<file path="src/rtl/up_down_range_counter.sv">
// Up/down counter with programmable bounds, per-cycle step, synchronous load and terminal-count flags.
// Define UP_DOWN_RANGE_COUNTER_WRAP_EN to honour WrapMode; otherwise the counter always saturates.
module up_down_range_counter #(
    parameter int INPUT_BIT_WIDTH = 8,
    parameter int MIN_VALUE       = 0,
    parameter int MAX_VALUE       = 2**INPUT_BIT_WIDTH - 1
) (
    input  logic                       Clk,
    input  logic                       Reset,
    input  logic                       Enable,
    input  logic                       UpDownMode,
    input  logic                       WrapMode,
    input  logic [INPUT_BIT_WIDTH-1:0] Step,
    input  logic                       Load,
    input  logic [INPUT_BIT_WIDTH-1:0] LoadValue,
    output logic [INPUT_BIT_WIDTH-1:0] Output,
    output logic                       AtMin,
    output logic                       AtMax,
    output logic                       Overflow,
    output logic                       Underflow
);

    localparam int W  = INPUT_BIT_WIDTH;
    localparam int XW = INPUT_BIT_WIDTH + 2;

    // Bound arithmetic is done two bits wider so sums, RANGE and borrows never lose a carry.
    localparam logic [XW-1:0] MIN_X   = XW'(MIN_VALUE);
    localparam logic [XW-1:0] MAX_X   = XW'(MAX_VALUE);
    localparam logic [XW-1:0] RANGE_X = XW'(MAX_VALUE - MIN_VALUE + 1);
    localparam logic [W-1:0]  MIN_C   = W'(MIN_VALUE);
    localparam logic [W-1:0]  MAX_C   = W'(MAX_VALUE);

`ifdef UP_DOWN_RANGE_COUNTER_WRAP_EN
    localparam logic [XW-1:0] ONE_X   = XW'(1);
`else
    logic unused_wrap_mode;
    assign unused_wrap_mode = WrapMode;
`endif

    logic [W-1:0]    count_q, count_d;
    logic            overflow_q, overflow_d;
    logic            underflow_q, underflow_d;

    logic [XW-1:0]   count_x, step_x, load_x;
    logic [XW-1:0]   step_eff, sum_x, floor_x;
    logic            below_min;
    logic [XW-2:0]   unused_load_diff;

    assign count_x  = XW'(count_q);
    assign step_x   = XW'(Step);
    assign load_x   = XW'(LoadValue);
    // An oversized step behaves as a full-range step.
    assign step_eff = (step_x > RANGE_X) ? RANGE_X : step_x;
    assign sum_x    = count_x + step_eff;
    assign floor_x  = MIN_X + step_eff;
    // Borrow of LoadValue-MIN: avoids a compare that is constant when MIN_VALUE is zero.
    assign {below_min, unused_load_diff} = load_x - MIN_X;

    always_comb begin
        // NOTE: every output of this block gets a default first, so no path infers a latch.
        count_d     = count_q;
        overflow_d  = 1'b0;
        underflow_d = 1'b0;
        if (Load) begin
            if (below_min)           count_d = MIN_C;
            else if (load_x > MAX_X) count_d = MAX_C;
            else                     count_d = LoadValue;
        end else if (Enable) begin
            if (UpDownMode) begin
                if (sum_x > MAX_X) begin
                    overflow_d = 1'b1;
                    count_d    = MAX_C;
`ifdef UP_DOWN_RANGE_COUNTER_WRAP_EN
                    if (WrapMode) count_d = W'(MIN_X + (sum_x - MAX_X - ONE_X));
`endif
                end else begin
                    count_d = W'(sum_x);
                end
            end else begin
                if (count_x < floor_x) begin
                    underflow_d = 1'b1;
                    count_d     = MIN_C;
`ifdef UP_DOWN_RANGE_COUNTER_WRAP_EN
                    if (WrapMode) count_d = W'(MAX_X - (floor_x - count_x - ONE_X));
`endif
                end else begin
                    count_d = W'(count_x - step_eff);
                end
            end
        end
    end

    // NOTE: non-blocking assignments so all three registers update from the same pre-edge values.
    always_ff @(posedge Clk) begin
        if (Reset) begin
            count_q     <= MIN_C;
            overflow_q  <= 1'b0;
            underflow_q <= 1'b0;
        end else begin
            count_q     <= count_d;
            overflow_q  <= overflow_d;
            underflow_q <= underflow_d;
        end
    end

    assign Output    = count_q;
    assign AtMin     = (count_q == MIN_C);
    assign AtMax     = (count_q == MAX_C);
    assign Overflow  = overflow_q;
    assign Underflow = underflow_q;

endmodule

</file>
<file path="config.mk">
export PLATFORM = sky130hd
export DESIGN_NAME = up_down_range_counter
export DESIGN_NICKNAME = d
export VERILOG_FILES = /design/src/rtl/up_down_range_counter.sv
export SDC_FILE = /design/constraint.sdc
export NUM_CORES = 1
export LEC_CHECK = 0
export ABC_AREA = 1
export BUFFER_PORTS_ARGS = -buffer_cell sky130_fd_sc_hd__buf_2
export CORE_ASPECT_RATIO = 1.5
export CORE_UTILIZATION = 58
export DETAILED_ROUTE_END_ITERATION = 10
export GPL_TIMING_DRIVEN = 0
export PLACE_DENSITY = 0.85
export SYNTH_ARGS = -nofsm -noshare
export SYNTH_HDL_FRONTEND = slang
export SYNTH_SLANG_ARGS = --single-unit
</file>
<file path="constraint.sdc">
create_clock -name Clk -period 5.3 [get_ports Clk]
set_clock_uncertainty 0.15 [all_clocks]
set_input_delay 0.265 -clock Clk [delete_from_list [all_inputs] [get_ports Clk]]
set_output_delay 0.265 -clock Clk [all_outputs]
set_load 0.02 [all_outputs]
</file>
# Word level (Yosys, flattened, before mapping)
# Index checks and enable logic that the tools add are counted.
# totals
elab_cells,25
in_bits,22
mem_bits_ro,0
reg_bits,10
out_inout_bits,12
latch_bits,0
ramBits,0
mem_count,0
# classes
add_sub_neg,2
div,0
mul,0
magnitude_cmp,4
eq_ne,1
shifts,0
n_mux,9
n_reduce_logical,4
n_bitwise,2
# ops
operator,count
8-bit 2-to-1 mux,6
8-bit by 9-bit adder with 10-bit output,1
"10-bit by 8-bit > comparator with 1-bit output, second input constant",1
"8-bit by 9-bit > comparator with 1-bit output, second input constant",1
8-bit by 9-bit < comparator with 1-bit output,1
9-bit 2-to-1 mux,1
"8-bit equality test, second input constant",1
"8-bit > comparator, second input constant",1
8-bit logical NOT,1
4-bit OR reduction,2
8-bit subtractor,1
1-bit 2-to-1 mux,2
1-bit inverter,2
2-bit nonzero test,1

# Logic depth before layout (Yosys ltp)
# logic_depth
ltp_word,8
ltp_mapped,14
ltp_nobuf,13

# Least setup slack after synthesis
# Ideal clock, no wire load.
# synth_path
path_kind,register to register
from,register count_q[0] (netlist: Output[0])
to,register count_q[4] (netlist: Output[4])
slack_ps,3297
required_time_ps,5080
path_buffers,0
period_less_slack_ps,2003
arrival_time_ps,1784
setup_time_ps,70
stages_incl_launch_ff,13
cell_sequence,dfxtp_1 > inv_1 > ha_1 > fa_1 > inv_1 > nand3_1 > nand2_1 > nand2_1 > a21oi_1 > nand2_1 > nand3_1 > nand2_1 > a21oi_1
# synth_between
elab_chain_len,6
word_cells_on_any_way,9
cone_classes,add/sub (2); order compare (2); mux (5)
# synth_rtl
item,line_no,rtl
"start, declared",40,"logic [W-1:0] count_q, count_d;"
"start signal, assigned",100,count_q <= count_d;
8-bit by 9-bit adder with 10-bit output,54,assign sum_x = count_x + step_eff;
10-bit by 8-bit > comparator with 1-bit output,70,if (sum_x > MAX_X) begin
8-bit 2-to-1 mux,70,
8-bit 2-to-1 mux (*),69,if (UpDownMode) begin
8-bit 2-to-1 mux (*),68,end else if (Enable) begin
8-bit 2-to-1 mux (*),64,if (Load) begin
# Every way passes the cells marked *; elsewhere a longest branch is shown, timed or not. The select of a mux whose other input is x is not followed.
# A chain may end at the register's enable or synchronous reset.

# Worst setup path in the final report
# layout_path
from,register count_q[0] (netlist: Output[0])
to,register count_q[5] (netlist: Output[5])
# Same word-level chain as after synthesis.

==> out/results.txt <==
DRC errors left - 0
max incr delay on CP - 420 ps
gpl congestion - 0.856
clk root buf - clkbuf_4
internal power - 0.000173 W
Worst path slowest cell - fa_1
proportion of layout cells with a drive suffix above 1 - 17.4%
CTS Buffer Depth - 2
Placeable Area - 0.00231 sq mm
Slew @ Worst Pin - 328 ps
Placed Cells - 296
Worst R2R Path Depth - 10
WL/cell - 12.0 um
DIE WIDTH - 42.9 um
hold path cells - 2
crit path cell chain - ha_1 > fa_1 > nand2_1 > nand2_1 > nand2_1 > nand2_2 > a21oi_4 > nand3_1 > nand2_1 > a21oi_1
Resized Gates After CTS - 0
max-cap violations - 0
clk_lat worst skew - 270 ps
required time worst endpoint - 5310 ps
clock network fraction of design power - 16.6%
global route total overflow - 0
Sw Ratio - 44.8%
P_leak - 0.965 nW
CTS sink cnt - 10
prevailing post-synth register cell - dfxtp_1
clock slew at reported path FFs - 60 ps
Post-Route WL - 3590 um
Synth area leader - nand2_1
Synth area leaders - nand2_1 18%, dfxtp_1 14%, ha_1 14%, inv_1 11%, nand3_1 9.3%
Detail Route Antenna Nets - 0
switching power - 0.000140 W
FF-to-FF Start - Output[0]
sequential share of power - 29.2%
placed inst area - 0.00164 sq mm
initial antenna violation count - 0
Seq/Total Area, Yosys - 13.7%
Tmin final - 2130 ps
hold crit path type - in2reg
CTS Buf Count - 3
Synth Register Bits - 10
WS Path Type - reg2reg
fin nets - 318
VDD IR-drop max - 0.000209 V
CTS tree - built
fin area - 0.00166 sq mm
initial drt markers - 53
crit share post-route - 40.1%
Synth top area share - 17.8%
H-tree levels - 1
CP Launch Type - flip-flop
Cell variety after synth - 26
WHS - 117 ps
Synth Instances - 243
crit path max fanout - 6
Initial Util - 63.0%
Mapped Avg Cell Area - 5.99 sq um
setup TNS - 0 ps
first-pass GRT wire length - 6150 um
PortBufs - 30
RSZ-0062 raised after global routing - no
# setup viols final - 0
Fill cells - 228
WP data arrival - 2140 ps
drt first pass iters - 4
final hold violations - 0
Die Ht - 63.4 um
Setup crit end kind - flip-flop
total number of vias - 1623
Critical Path Most Common Cell - nand2_1
relative slew slack - 78.1%
Hold Path Sink - Output[4]
fmax - 470 MHz
Yosys Warn Count - 0
Tot Pwr - 0.000313 W
ys async rst share - 0%
Comb power frac - 54.2%
CTS Hold Buffers Added - 0
reg2reg end - Output[5]
Non-Filler Instances - 299
die area - 0.00272 sq mm
Diodes inserted - 0
Syn Nets - 283
hold path startpoint - Reset
setup repair bufs after CTS - 0
pin count of the biggest net entering global routing - 11
FP Rows - 21
Area Overhead vs Synth - 13.8%
vias in the first global route - 1509
Slew Viols, Final - 0
r2r setup slk - 3170 ps
PD cells - 189 mW/mm^2
top post-synthesis cells by count - 69 x nand2_1, 44 x inv_1, 27 x nand3_1
vias per inst - 5.43
Mapped Area - 0.00146 sq mm
global-route usage over all layers - 28.7%
most common cell in the netlist - nand2_1
HPWL Detailed - 2980 um
Ports - 34
Post-synth EDFFs - 0
outcome - finished clean
-- flip-flops by register name, summed over array words and instances, names as in the netlist --
name       cells
Output         8
Overflow       1
Underflow      1
-- critical path, delay by kind of cell (launching register included) --
| family | cells | cell delay [ps] |
|---|---|---|
| flip-flops | 1 | 350 |
| AND/OR/NAND/NOR | 6 | 570 |
| AO/OA/AOI/OAI | 2 | 280 |
| adder cells (fa/ha/maj) | 2 | 660 |
-- kinds of logic after synthesis --
logic type	after synthesis	share of synthesized area [%]
adder cells (fa/ha/maj)	18	16.5
AND/OR/NAND/NOR	126	37.5
XOR/XNOR	1	0.601
AO/OA/AOI/OAI	36	14.3
buffers and inverters	52	17.4
flip-flops	10	13.7
-- layout make-up --
class,count,area (sq um),share of cell area [%]
plain buffers,8,87.6,5.28
clock buffers,3,22.5,1.36
inverters,44,165,9.96
multi-input cells,181,1000,60.5
flip-flops and latches,10,200,12.1
well taps,23,28.8,1.74
repair buffers,30,150,9.06
-- layer usage --
layer / global-route usage, % / vias up / routed length [um]
met4: 13.7 / 0 / 110
met1: 33.3 / 706 / 1440
met5: 0 / - / 0
li1: - / 842 / -
met2: 51.9 / 62 / 1870
met3: 0.860 / 13 / 171
-- cell usage in the layout, fill, tap and decap left out, types with 2 or more instances in the layout --
master / Yosys / layout
nor2_1: 17 / 17
ha_1: 16 / 16
buf_6: 3 / 3
fa_1: 2 / 2
nand2_2: 2 / 2
dfxtp_1: 10 / 10
inv_1: 44 / 44
buf_2: 0 / 30
clkbuf_4: 0 / 3
a21oi_2: 2 / 2
nand4_1: 6 / 6
nand3_1: 27 / 27
o21bai_1: 2 / 2
clkbuf_8: 3 / 3
o21ai_0: 5 / 5
nand2_1: 69 / 69
a21oi_1: 24 / 24
-- power groups by stage --
| stage | Sequential [W] | Combinational, W | Clock (W) |
|---|---|---|---|
| global placement | 0.0000928 | 0.000165 | 0 |
| global route | 0.0000926 | 0.000190 | 0.0000563 |
| detailed placement | 0.0000929 | 0.000168 | 0 |
| finish | 0.0000916 | 0.000170 | 0.0000520 |
| CTS | 0.0000912 | 0.000169 | 0.0000520 |
| floorplan | 0.0000973 | 0.000119 | 0 |
-- stage by stage --
stage | util (%) | setup slack (ps)
finish | 71.7 | 3170
global route | 71.7 | 3020
CTS | 71.7 | 3180
detailed placement | 70.7 | 3150
global placement | 70.7 | 3150
floorplan | - | 3300
-- how the worst max path moves through the flow --
| stage | from | end | slack [ps] | depth (start not counted) |
|---|---|---|---|---|
| 6_report | Output[0] | Output[5] | 3170 | 10 |
| 5_1_grt | Output[0] | Output[5] | 3020 | 10 |
| 4_1_cts | Output[0] | Output[5] | 3180 | 10 |
| 3_5_place_dp | Step[0] | Output[5] | 3150 | 11 |
| 3_3_place_gp | Step[0] | Output[5] | 3150 | 11 |
| 2_1_floorplan | Output[0] | Output[4] | 3300 | 12 |
(Power assumes the default switching activity.)
